[src/rtl/word_byte_store_pkg.sv]
// Shared definitions for the word-to-byte store path: FSM states, request
// mode encodings and the mem_lh byte tags.
package word_byte_store_pkg;

  // Controller states.
  typedef enum logic [1:0] {
    ST_IDLE   = 2'd0,
    ST_FIRST  = 2'd1,
    ST_SECOND = 2'd2
  } state_e;

  // Request modes as seen on in_mode (2'b11 folds onto MODE_BOTH).
  typedef enum logic [1:0] {
    MODE_BOTH = 2'b00,
    MODE_LOW  = 2'b01,
    MODE_HIGH = 2'b10
  } mode_e;

  // Tag telling the register side which half of the word a byte came from.
  localparam logic LH_LOW  = 1'b0;
  localparam logic LH_HIGH = 1'b1;

  // Map the raw in_mode field onto the three real modes.
  function automatic mode_e normalize_mode(input logic [1:0] raw);
    case (raw)
      2'b01:   return MODE_LOW;
      2'b10:   return MODE_HIGH;
      default: return MODE_BOTH;
    endcase
  endfunction

endpackage

[src/rtl/word_byte_store.sv]
// word_byte_store: unloads a 16-bit word onto a byte-wide memory write port
// as one or two byte writes at base / base+1, then pulses done.
// Optional build macro WORD_BYTE_STORE_PREFETCH_EN adds a one-entry holding
// register so a new request can be accepted during the final byte and
// started without an IDLE bubble.
module word_byte_store
  import word_byte_store_pkg::*;
#(
  parameter int ADDR_W    = 16,
  parameter bit LOW_FIRST = 1'b1
) (
  input  logic              clk,
  input  logic              rst,
  input  logic              in_valid,
  output logic              in_ready,
  input  logic [15:0]       in_word,
  input  logic [ADDR_W-1:0] in_addr,
  input  logic [1:0]        in_mode,
  output logic              mem_wr_en,
  input  logic              mem_ready,
  output logic [ADDR_W-1:0] mem_addr,
  output logic [7:0]        mem_data,
  output logic              mem_lh,
  output logic              busy,
  output logic              done
);

  state_e            state_q, state_d;
  logic [15:0]       word_q, word_d;
  logic [ADDR_W-1:0] base_q, base_d;
  mode_e             mode_q, mode_d;
  logic [ADDR_W-1:0] mem_addr_q, mem_addr_d;
  logic [7:0]        mem_data_q, mem_data_d;
  logic              mem_lh_q, mem_lh_d;
  logic              done_q, done_d;

  // Request about to be loaded into FIRST, and the bytes derived from it.
  logic [15:0]       ld_word;
  logic [ADDR_W-1:0] ld_addr;
  mode_e             ld_mode;
  logic              first_lh;
  logic [7:0]        first_data;
  logic              second_lh;
  logic [7:0]        second_data;
  logic [ADDR_W-1:0] second_addr;

  logic handshake;
  logic final_byte;
  logic accept;
  logic load_req;

`ifdef WORD_BYTE_STORE_PREFETCH_EN
  logic              hold_valid_q, hold_valid_d;
  logic [15:0]       hold_word_q, hold_word_d;
  logic [ADDR_W-1:0] hold_addr_q, hold_addr_d;
  mode_e             hold_mode_q, hold_mode_d;
`endif

  assign mem_wr_en  = (state_q != ST_IDLE);
  assign busy       = mem_wr_en;
  assign handshake  = mem_wr_en && mem_ready;
  assign final_byte = (state_q == ST_SECOND) ||
                      ((state_q == ST_FIRST) && (mode_q != MODE_BOTH));
  assign mem_addr   = mem_addr_q;
  assign mem_data   = mem_data_q;
  assign mem_lh     = mem_lh_q;
  assign done       = done_q;

`ifdef WORD_BYTE_STORE_PREFETCH_EN
  // in_ready is gated by rst so it reads 0 for the whole reset window.
  assign in_ready = !rst && ((state_q == ST_IDLE) || (final_byte && !hold_valid_q));
  assign ld_word  = hold_valid_q ? hold_word_q : in_word;
  assign ld_addr  = hold_valid_q ? hold_addr_q : in_addr;
  assign ld_mode  = hold_valid_q ? hold_mode_q : normalize_mode(in_mode);
`else
  // in_ready is gated by rst so it reads 0 for the whole reset window.
  assign in_ready = !rst && (state_q == ST_IDLE);
  assign ld_word  = in_word;
  assign ld_addr  = in_addr;
  assign ld_mode  = normalize_mode(in_mode);
`endif

  assign accept = in_valid && in_ready;

  // Byte select and address offset for the first and second byte.
  always_comb begin
    if (ld_mode == MODE_LOW) begin
      first_lh = LH_LOW;
    end else if (ld_mode == MODE_HIGH) begin
      first_lh = LH_HIGH;
    end else begin
      first_lh = LOW_FIRST ? LH_LOW : LH_HIGH;
    end
    first_data  = first_lh ? ld_word[15:8] : ld_word[7:0];
    second_lh   = ~mem_lh_q;
    second_data = second_lh ? word_q[15:8] : word_q[7:0];
    second_addr = base_q + ADDR_W'(1);
  end

  // Next-state and output-register logic for the transfer FSM.
  always_comb begin
    // NOTE: every signal written here gets a default first, so no path can
    // leave one unassigned and infer a latch.
    state_d    = state_q;
    word_d     = word_q;
    base_d     = base_q;
    mode_d     = mode_q;
    mem_addr_d = mem_addr_q;
    mem_data_d = mem_data_q;
    mem_lh_d   = mem_lh_q;
    done_d     = 1'b0;
    load_req   = 1'b0;
`ifdef WORD_BYTE_STORE_PREFETCH_EN
    hold_valid_d = hold_valid_q;
    hold_word_d  = hold_word_q;
    hold_addr_d  = hold_addr_q;
    hold_mode_d  = hold_mode_q;
`endif

    case (state_q)
      ST_IDLE: begin
        if (accept) begin
          load_req = 1'b1;
        end
      end
      ST_FIRST: begin
        if (handshake && (mode_q == MODE_BOTH)) begin
          state_d    = ST_SECOND;
          mem_addr_d = second_addr;
          mem_data_d = second_data;
          mem_lh_d   = second_lh;
        end
      end
      default: ;
    endcase

    if (handshake && final_byte) begin
      done_d  = 1'b1;
      state_d = ST_IDLE;
`ifdef WORD_BYTE_STORE_PREFETCH_EN
      // Chain straight into the held (or simultaneously offered) request.
      if (hold_valid_q || accept) begin
        load_req = 1'b1;
      end
      hold_valid_d = 1'b0;
`endif
    end
`ifdef WORD_BYTE_STORE_PREFETCH_EN
    else if (accept && (state_q != ST_IDLE)) begin
      hold_valid_d = 1'b1;
      hold_word_d  = in_word;
      hold_addr_d  = in_addr;
      hold_mode_d  = normalize_mode(in_mode);
    end
`endif

    // Registering the first byte here presents it one cycle after accept.
    if (load_req) begin
      state_d    = ST_FIRST;
      word_d     = ld_word;
      base_d     = ld_addr;
      mode_d     = ld_mode;
      mem_addr_d = ld_addr;
      mem_data_d = first_data;
      mem_lh_d   = first_lh;
    end
  end

  // State and output registers; reset aborts any transfer in flight.
  always_ff @(posedge clk or posedge rst) begin
    if (rst) begin
      state_q    <= ST_IDLE;
      word_q     <= '0;
      base_q     <= '0;
      mode_q     <= MODE_BOTH;
      mem_addr_q <= '0;
      mem_data_q <= '0;
      mem_lh_q   <= LH_LOW;
      done_q     <= 1'b0;
    end else begin
      // NOTE: non-blocking assignments so every register samples the values
      // from before this edge, independent of statement order.
      state_q    <= state_d;
      word_q     <= word_d;
      base_q     <= base_d;
      mode_q     <= mode_d;
      mem_addr_q <= mem_addr_d;
      mem_data_q <= mem_data_d;
      mem_lh_q   <= mem_lh_d;
      done_q     <= done_d;
    end
  end

`ifdef WORD_BYTE_STORE_PREFETCH_EN
  // One-entry holding register for the request queued behind the active one.
  always_ff @(posedge clk or posedge rst) begin
    if (rst) begin
      hold_valid_q <= 1'b0;
      hold_word_q  <= '0;
      hold_addr_q  <= '0;
      hold_mode_q  <= MODE_BOTH;
    end else begin
      hold_valid_q <= hold_valid_d;
      hold_word_q  <= hold_word_d;
      hold_addr_q  <= hold_addr_d;
      hold_mode_q  <= hold_mode_d;
    end
  end
`endif

endmodule

[config.mk]
export PLATFORM = sky130hd
export DESIGN_NAME = word_byte_store
export DESIGN_NICKNAME = d
export VERILOG_FILES = /design/src/rtl/word_byte_store_pkg.sv /design/src/rtl/word_byte_store.sv
export SDC_FILE = /design/constraint.sdc
export NUM_CORES = 1
export LEC_CHECK = 0
export CAP_MARGIN = 15
export CORE_ASPECT_RATIO = 1.75
export CORE_MARGIN = 2
export CORE_UTILIZATION = 42
export CTS_BUF_LIST = sky130_fd_sc_hd__clkbuf_2 sky130_fd_sc_hd__clkbuf_4 sky130_fd_sc_hd__clkbuf_8
export DETAILED_ROUTE_END_ITERATION = 8
export PLACE_DENSITY_LB_ADDON = 0.25
export SLEW_MARGIN = 20
export SYNTH_ARGS = -nofsm -noshare
export SYNTH_HDL_FRONTEND = slang
export SYNTH_SLANG_ARGS = --single-unit
[constraint.sdc]
create_clock -name clk -period 2.9 [get_ports clk]
set_clock_uncertainty 0.05 [all_clocks]
set_input_delay 0.87 -clock clk [delete_from_list [all_inputs] [get_ports clk]]
set_output_delay 0.87 -clock clk [all_outputs]
set_load 0.1 [all_outputs]
==> impl_metrics.json, run 1 <==
{
  "nets": 436,
  "drive_gt1_share_pct": 16.9,
  "rrSetupSlack_ns": 1.15,
  "fillers": 677,
  "dp_cells": 472,
  "clk_latency_ns": 0.35,
  "cp-end-kind": "output port",
  "root_buffer": "clkbuf_8",
  "netlist_instances": 330,
  "grt_pass1_vias": 2523,
  "path_class": "in -> out",
  "period_needed_ns": 2.67,
  "setup_slack_ns": 0.233,
  "htreeDepth": 3,
  "hold_start": "word_q[15]$_DFFE_PP0P_",
  "r2r-start": "state_q[1]$_DFFE_PP0P_",
  "final_cells": 488,
  "core-area_um2": 7130,
  "reg2reg_depth": 4,
  "post-cts-setup-buffers": 0,
  "holdWs_ns": 0.425,
  "min_period_over_period_pct": 92.0,
  "maxCapViolCount": 0,
  "grt_busiest_layer": "met2",
  "tns_ns": 0,
  "place.gp.congestion": 0.849,
  "yosys-top-cells-count": "nand2_1, dfrtp_1, o21ai_0",
  "yosysMostFrequentCell": "nand2_1",
  "fmax_mhz": 375,
  "syn_nets": 369,
  "cts.sink_count": 62,
  "worst_hold_path_type": "reg -> reg",
  "yosysWarnings": 0,
  "startpoint": "rst",
  "grt_pass1_wl_mm": 11.8,
  "reg2reg_to": "mem_data[5]$_DFFE_PP0P_",
  "synth_area_leader_cell": "dfrtp_1",
  "min_path_cells": 2,
  "cts_tree": "done",
  "cp_max_fo": 4,
  "multi_input_area_um2": 1370,
  "antenna_found_initial": 0,
  "async_flop_share_pct": 100,
  "track_usage_pct": 20.1,
  "syn_area_per_cell_um2": 9.21,
  "cp.arrival_ns": 1.75,
  "dp_slack_ns": 0.232,
  "antenna_cells": 0,
  "grt-ovfl-total": 0,
  "syn-cell-area_um2": 3040,
  "totalWireLength_mm": 7.04,
  "ys_types": 45,
  "synth_edf_count": 0,
  "drc": 0,
  "detailed_place_hpwl_mm": 5.13,
  "drt_iter0_drc": 91,
  "cts.path.max_buffers": 2,
  "die_w_um": 68.3,
  "wl_per_cell_um": 14.4,
  "start_kind": "input pin",
  "detail_route.vias_per_cell": 5.22,
  "first_pass_iters": 4,
  "synth-seq-area-share_pct": 51.0,
  "placementRows": 41,
  "slew_viol_final": 0,
  "drtAntennaViolNets": 0,
  "grt_use_met1_pct": 23.7,
  "critical_path_required_ns": 1.98,
  "outcome": "complete, no violations",
  "ys_seq_elements": 62,
  "use_met2_pct": 34.4,
  "io_pins": 67,
  "cts.clk_slew.worst_paths_ns": 0.07,
  "io_buffers": 66,
  "netlist_top_cells_area": "dfrtp_1, nand2_1, mux2i_1",
  "vias": 2548,
  "hold_buffers": 0,
  "die_y_um": 117,
  "dieArea_um2": 7960,
  "yosys_most_used_dff": "dfrtp_1",
  "final-seq-area_um2": 1550,
  "worst_pin_slew_ns": 0.491,
  "setup_violations": 0,
  "syn2layout_area_growth_pct": 29.7,
  "report.final.hold_viol_count": 0,
  "start_util_pct": 42.6,
  "whs_endpoint": "word_q[15]$_DFFE_PP0P_",
  "grt_use_met3_pct": 4.62,
  "synth_top_area_share_pct": 51.0,
  "cts_buffers": 9,
  "rsz0062_at_grt": "no",
  "slew_headroom_pct": 67.3,
  "cts.repair.resized": 0,
  "grt_max_degree": 47
}
==> worst max-delay path, cell delays in order <==
cell             delay [ns]
clkdlybuf4s50_1        0.50
nor2_2                 0.19
buf_12                 0.19
==> sequential cells by signal, indices dropped and copies added, names as in the netlist <==
signal / count
mem_addr: 16
state_q: 2
base_q: 16
done: 1
mode_q: 2
word_q: 16
mem_data: 8
mem_lh: 1
==> metrics by stage <==
step / area (µm²) / util, %
after floorplan: 3040 / -
after global placement: 3720 / 52.2
after detailed placement: 3720 / 52.2
after CTS: 3940 / 55.3
after global routing: 3940 / 55.3
final: 3940 / 55.3
==> cell type report <==
class / count / area share [%]
clock buffer: 13 / 4.54
multi-input combinational: 247 / 34.8
clock inverter: 3 / 1.02
tap: 86 / 2.73
inverter: 4 / 0.381
timing repair buffer: 73 / 17.2
sequential: 62 / 39.4
==> worst max-delay path by stage <==
stage                              endpoint  slack [ns]  cells after the start
finish                             in_ready        0.23                      3
global route                       in_ready        0.20                      3
CTS                                in_ready        0.23                      3
detailed placement  mem_data[7]$_DFFE_PP0P_        0.23                      5
global placement                   in_ready        0.24                      3
floorplan                          in_ready        0.16                      2
==> layout by cell type (no fill, tap or decap), drive strengths merged, types with 4 or more instances in the layout <==
cell / netlist / final
clkdlybuf4s50: 0 / 37
xnor2: 7 / 7
mux2: 4 / 4
clkbuf: 2 / 13
o21ai: 22 / 22
mux2i: 13 / 13
dfrtp: 62 / 62
nand3: 9 / 9
and3: 5 / 5
nor3: 6 / 6
nand4: 4 / 4
nand2: 116 / 116
a221oi: 5 / 5
inv: 4 / 4
buf: 15 / 36
nor2: 9 / 9
nor4: 6 / 6
a21o: 4 / 4
o211ai: 5 / 5
a21oi: 9 / 9
==> layer usage <==
layer,part of all wire (%),up-vias,wire [µm]
met3,4.4,10,309
met2,53,58,3740
met4,1.8,0,126
met1,41,1225,2860
met5,0,-,0
li1,-,1255,-
==> cell families (layout without fill, tap and decap cells) <==
kind of cell / Yosys count / count (layout) / synth area share, %
xor gates and xnor gates: 9 / 9 / 2.59
muxes: 17 / 17 / 5.76
and+or+nand+nor: 170 / 170 / 25.6
AOI/OAI and AO/OA: 50 / 50 / 10.5
adders and majority gates: 1 / 1 / 0.412
buffers and inverters: 21 / 93 / 4.12
DFF: 62 / 62 / 51.0
Power of run 1 is left out: the tool's default activity adds up to more than one toggle a clock period on the data nets, which glitch-free logic cannot reach.
==> inputs of run 2 (changes only) <==
--- a/config.mk
+++ b/config.mk
@@ -5,10 +5,11 @@
 export SDC_FILE = /design/constraint.sdc
 export NUM_CORES = 1
 export LEC_CHECK = 0
+export ABC_CLOCK_PERIOD_IN_PS = 2900
 export CAP_MARGIN = 15
 export CORE_ASPECT_RATIO = 1.75
 export CORE_MARGIN = 2
-export CORE_UTILIZATION = 42
+export CORE_UTILIZATION = 52
 export CTS_BUF_LIST = sky130_fd_sc_hd__clkbuf_2 sky130_fd_sc_hd__clkbuf_4 sky130_fd_sc_hd__clkbuf_8
 export DETAILED_ROUTE_END_ITERATION = 8
 export PLACE_DENSITY_LB_ADDON = 0.25
==> impl_metrics.json, run 2 (synthesis gave the netlist of run 1 again) <==
{
  "nets": 437,
  "fin_area_um2": 3940,
  "maxCapViolCount": 0,
  "vias": 2594,
  "root_buffer": "clkbuf_8",
  "grt-ovfl-total": 0,
  "outcome": "complete, no violations",
  "worst_pin_slew_ns": 0.513,
  "tns_ns": 0,
  "io_pins": 67,
  "rsz0062_at_grt": "no",
  "min_period_over_period_pct": 92.5,
  "final_common_cell": "nand2_1",
  "cts_tree": "done",
  "start_kind": "input pin",
  "drtAntennaViolNets": 0,
  "die_w_um": 61.8,
  "syn2layout_area_growth_pct": 29.7,
  "worst_hold_path_type": "reg -> reg",
  "cts.path.max_buffers": 2,
  "grt_pass1_wl_mm": 11.7,
  "final_cell_mix": "nand2_1, dfrtp_1, clkdlybuf4s50_1",
  "track_usage_pct": 24.0,
  "placementRows": 36,
  "path_class": "in -> out",
  "wl_per_cell_um": 14.3,
  "cts.clk_slew.worst_paths_ns": 0.07,
  "antenna_cells": 0,
  "antenna_found_initial": 0,
  "final_cells": 479,
  "placed_area_um2": 3720,
  "start_util_pct": 54.4,
  "totalWireLength_mm": 6.86,
  "hold_buffers": 0,
  "drt_iter0_drc": 111,
  "dp_cells": 463,
  "htreeDepth": 3,
  "final-seq-area_um2": 1550,
  "fillers": 450,
  "io_buffers": 66,
  "slew_viol_final": 0,
  "fmax_mhz": 373,
  "cp_max_fo": 4,
  "dieArea_um2": 6500,
  "grt_max_degree": 63,
  "cp.arrival_ns": 1.76,
  "cts.repair.resized": 0,
  "cp-end-kind": "output port",
  "die_y_um": 105,
  "core-area_um2": 5590,
  "drc": 0,
  "drive_gt1_share_pct": 17.1,
  "detail_route.vias_per_cell": 5.42,
  "report.final.hold_viol_count": 0,
  "fin_util_pct": 70.6,
  "setup_violations": 0,
  "period_needed_ns": 2.68,
  "grt_pass1_vias": 2552,
  "cts_buffers": 9,
  "place.gp.congestion": 0.835,
  "first_pass_iters": 5,
  "critical_path_required_ns": 1.98,
  "slew_headroom_pct": 65.8,
  "multi_input_area_um2": 1370,
  "clk_latency_ns": 0.34,
  "cts.sink_count": 62,
  "post-cts-setup-buffers": 0,
  "detailed_place_hpwl_mm": 4.88
}
[run 2: cell type report]
| cell class | count | share of cell area (%) |
|---|---|---|
| tap | 76 | 2.41 |
| inverter | 4 | 0.381 |
| clock inverter | 6 | 2.16 |
| clock buffer | 10 | 3.49 |
| multi-input combinational | 247 | 34.8 |
| sequential | 62 | 39.4 |
| timing repair buffer | 74 | 17.4 |
[run 2: metrics by stage]
stage,setup slack [ns],hold WS [ns]
after global placement,0.241,0.404
after detailed placement,0.230,0.408
after floorplan,0.156,0.390
after global routing,0.196,0.445
final,0.218,0.426
after CTS,0.208,0.427
[run 2: worst paths after layout]
check                                        from                  endpoint  slack [ns]  depth (start not counted)
setup / recovery                              rst                  in_ready        0.22                          3
hold / removal             word_q[13]$_DFFE_PP0P_    word_q[13]$_DFFE_PP0P_        0.43                          2
setup reg to reg           state_q[1]$_DFFE_PP0P_   mem_data[6]$_DFFE_PP0P_        1.15                          4
hold reg to reg            word_q[13]$_DFFE_PP0P_    word_q[13]$_DFFE_PP0P_        0.43                          2
max in group asynchronous                     rst     word_q[7]$_DFFE_PP0P_        1.54                          3
min in group asynchronous                     rst  mem_addr[13]$_DFFE_PP0P_        0.98                          3
[run 2: worst max-delay path: stages]
cell and delay [ns]:
clkdlybuf4s50_1 0.50, nor2_2 0.20, buf_12 0.19
[run 2: per-layer routing]
metal	part of all wire, %	track usage, %	up-vias	routed length, µm
met4	3.3	12.9	0	225
met2	54	39.0	69	3720
met5	0	0	-	0
met3	3.8	4.46	17	262
met1	39	28.4	1253	2640
li1	-	-	1255	-
Power of run 2 is left out for the same reason.
==> inputs of run 3 (changes only) <==
--- a/config.mk
+++ b/config.mk
@@ -5,13 +5,13 @@
 export SDC_FILE = /design/constraint.sdc
 export NUM_CORES = 1
 export LEC_CHECK = 0
-export ABC_CLOCK_PERIOD_IN_PS = 2900
 export CAP_MARGIN = 15
 export CORE_ASPECT_RATIO = 1.75
 export CORE_MARGIN = 2
 export CORE_UTILIZATION = 52
 export CTS_BUF_LIST = sky130_fd_sc_hd__clkbuf_2 sky130_fd_sc_hd__clkbuf_4 sky130_fd_sc_hd__clkbuf_8
 export DETAILED_ROUTE_END_ITERATION = 8
+export GPL_TIMING_DRIVEN = 0
 export PLACE_DENSITY_LB_ADDON = 0.25
 export SLEW_MARGIN = 20
 export SYNTH_ARGS = -nofsm -noshare
==> impl_metrics.json, run 3 (synthesis gave the netlist of run 1 again) <==
{
  "root_buffer": "clkbuf_8",
  "path_buf_inv": 1,
  "antenna_cells": 0,
  "grt_pass1_wl_mm": 12.7,
  "cts.sink_count": 62,
  "slew_headroom_pct": 35.2,
  "clk_latency_ns": 0.35,
  "rsz0062_at_grt": "no",
  "die_y_um": 105,
  "outcome": "complete, no violations",
  "start_util_pct": 54.4,
  "critical_path_required_ns": 1.98,
  "maxCapViolCount": 0,
  "setup_violations": 0,
  "reg2reg_depth": 5,
  "nets": 447,
  "io_pins": 67,
  "fmax_mhz": 358,
  "cp.arrival_ns": 1.88,
  "htreeDepth": 3,
  "cts_tree": "done",
  "dieArea_um2": 6500,
  "drc": 0,
  "detailed_place_hpwl_mm": 5.60,
  "io_buffers": 66,
  "max_stage_delay_ns": 1.15,
  "antenna_found_initial": 0,
  "cts_buffers": 9,
  "vias": 2668,
  "path_class": "reg -> out",
  "drtAntennaViolNets": 0,
  "min_period_over_period_pct": 96.4,
  "cts.clk_slew.worst_paths_ns": 0.07,
  "die_w_um": 61.8,
  "final_cell_mix": "nand2_1, clkdlybuf4s50_1, dfrtp_1",
  "setup_slack_ns": 0.104,
  "totalWireLength_mm": 7.78,
  "first_pass_iters": 4,
  "grt_pass1_vias": 2753,
  "start_kind": "register",
  "wl_per_cell_um": 16.0,
  "track_usage_pct": 26.5,
  "grt-ovfl-total": 0,
  "grt_max_degree": 35,
  "worst_pin_slew_ns": 0.969,
  "cp-end-kind": "output port",
  "drive_gt1_share_pct": 11.4,
  "dp_slack_ns": -0.692,
  "critical-path-top-delay-family": "buffers and inverters",
  "slew_viol_final": 0,
  "placementRows": 36,
  "worst_hold_path_type": "reg -> reg",
  "path_depth": 1,
  "hold_buffers": 0,
  "place.gp.congestion": 0.856,
  "detail_route.vias_per_cell": 5.48,
  "period_needed_ns": 2.80,
  "syn2layout_area_growth_pct": 31.2,
  "cp_max_fo": 2,
  "cts.path.max_buffers": 2,
  "report.final.hold_viol_count": 0,
  "drt_iter0_drc": 138,
  "path_cells": "clkdlybuf4s50_1",
  "min_path_cells": 2,
  "final_common_cell": "nand2_1",
  "cp_slowest_cell": "clkdlybuf4s50_1",
  "core-area_um2": 5590,
  "post-cts-setup-buffers": 0
}
-- run 3: timing repair --
item / CTS / global route
setup endpoints to repair: 3 / 2
gates resized for setup: 7 / 3
hold endpoints to repair: 0 / 0
pin swaps: 0 / 0
-- run 3: layer usage --
metal | vias to the layer above | track usage (%) | part of all wire [%]
li1 | 1278 | - | -
met1 | 1281 | 29.0 | 37
met2 | 84 | 44.4 | 54
met3 | 25 | 5.82 | 4.3
met4 | 0 | 15.0 | 4.0
met5 | - | 0 | 0
-- run 3: metrics by stage --
stage	area, µm²	std cells	utilization (%)	TNS, ns	hold slack, ns
final	3990	487	71.4	0	0.423
after global routing	3990	487	71.4	0	0.454
after CTS	3990	487	71.4	0	0.426
after global placement	3800	472	68.0	-45.24	0.403
after floorplan	3040	330	-	0	0.390
after detailed placement	3820	473	68.4	-0.692	0.410
-- run 3: final timing paths --
path | slack (ns) | to | start
worst max-delay path | 0.10 | mem_addr[15] | mem_addr[15]$_DFFE_PP0P_
worst min-delay path | 0.42 | word_q[15]$_DFFE_PP0P_ | word_q[15]$_DFFE_PP0P_
worst max register to register | 1.07 | mem_addr[13]$_DFFE_PP0P_ | state_q[1]$_DFFE_PP0P_
worst min register to register | 0.42 | word_q[15]$_DFFE_PP0P_ | word_q[15]$_DFFE_PP0P_
max in group asynchronous | 1.38 | mode_q[1]$_DFFE_PP0P_ | rst
min in group asynchronous | 0.92 | base_q[14]$_DFFE_PP0P_ | rst
-- run 3: layout make-up --
type	count	area [µm²]
clock buffers	13	173
fillers	461	1600
clock inverters	1	5.00
inverters	4	17.5
well taps	76	95.1
multi-input cells	247	1370
plain buffers	17	110
flip-flops and latches	62	1550
repair buffers	67	672
Power of run 3 is left out for the same reason.
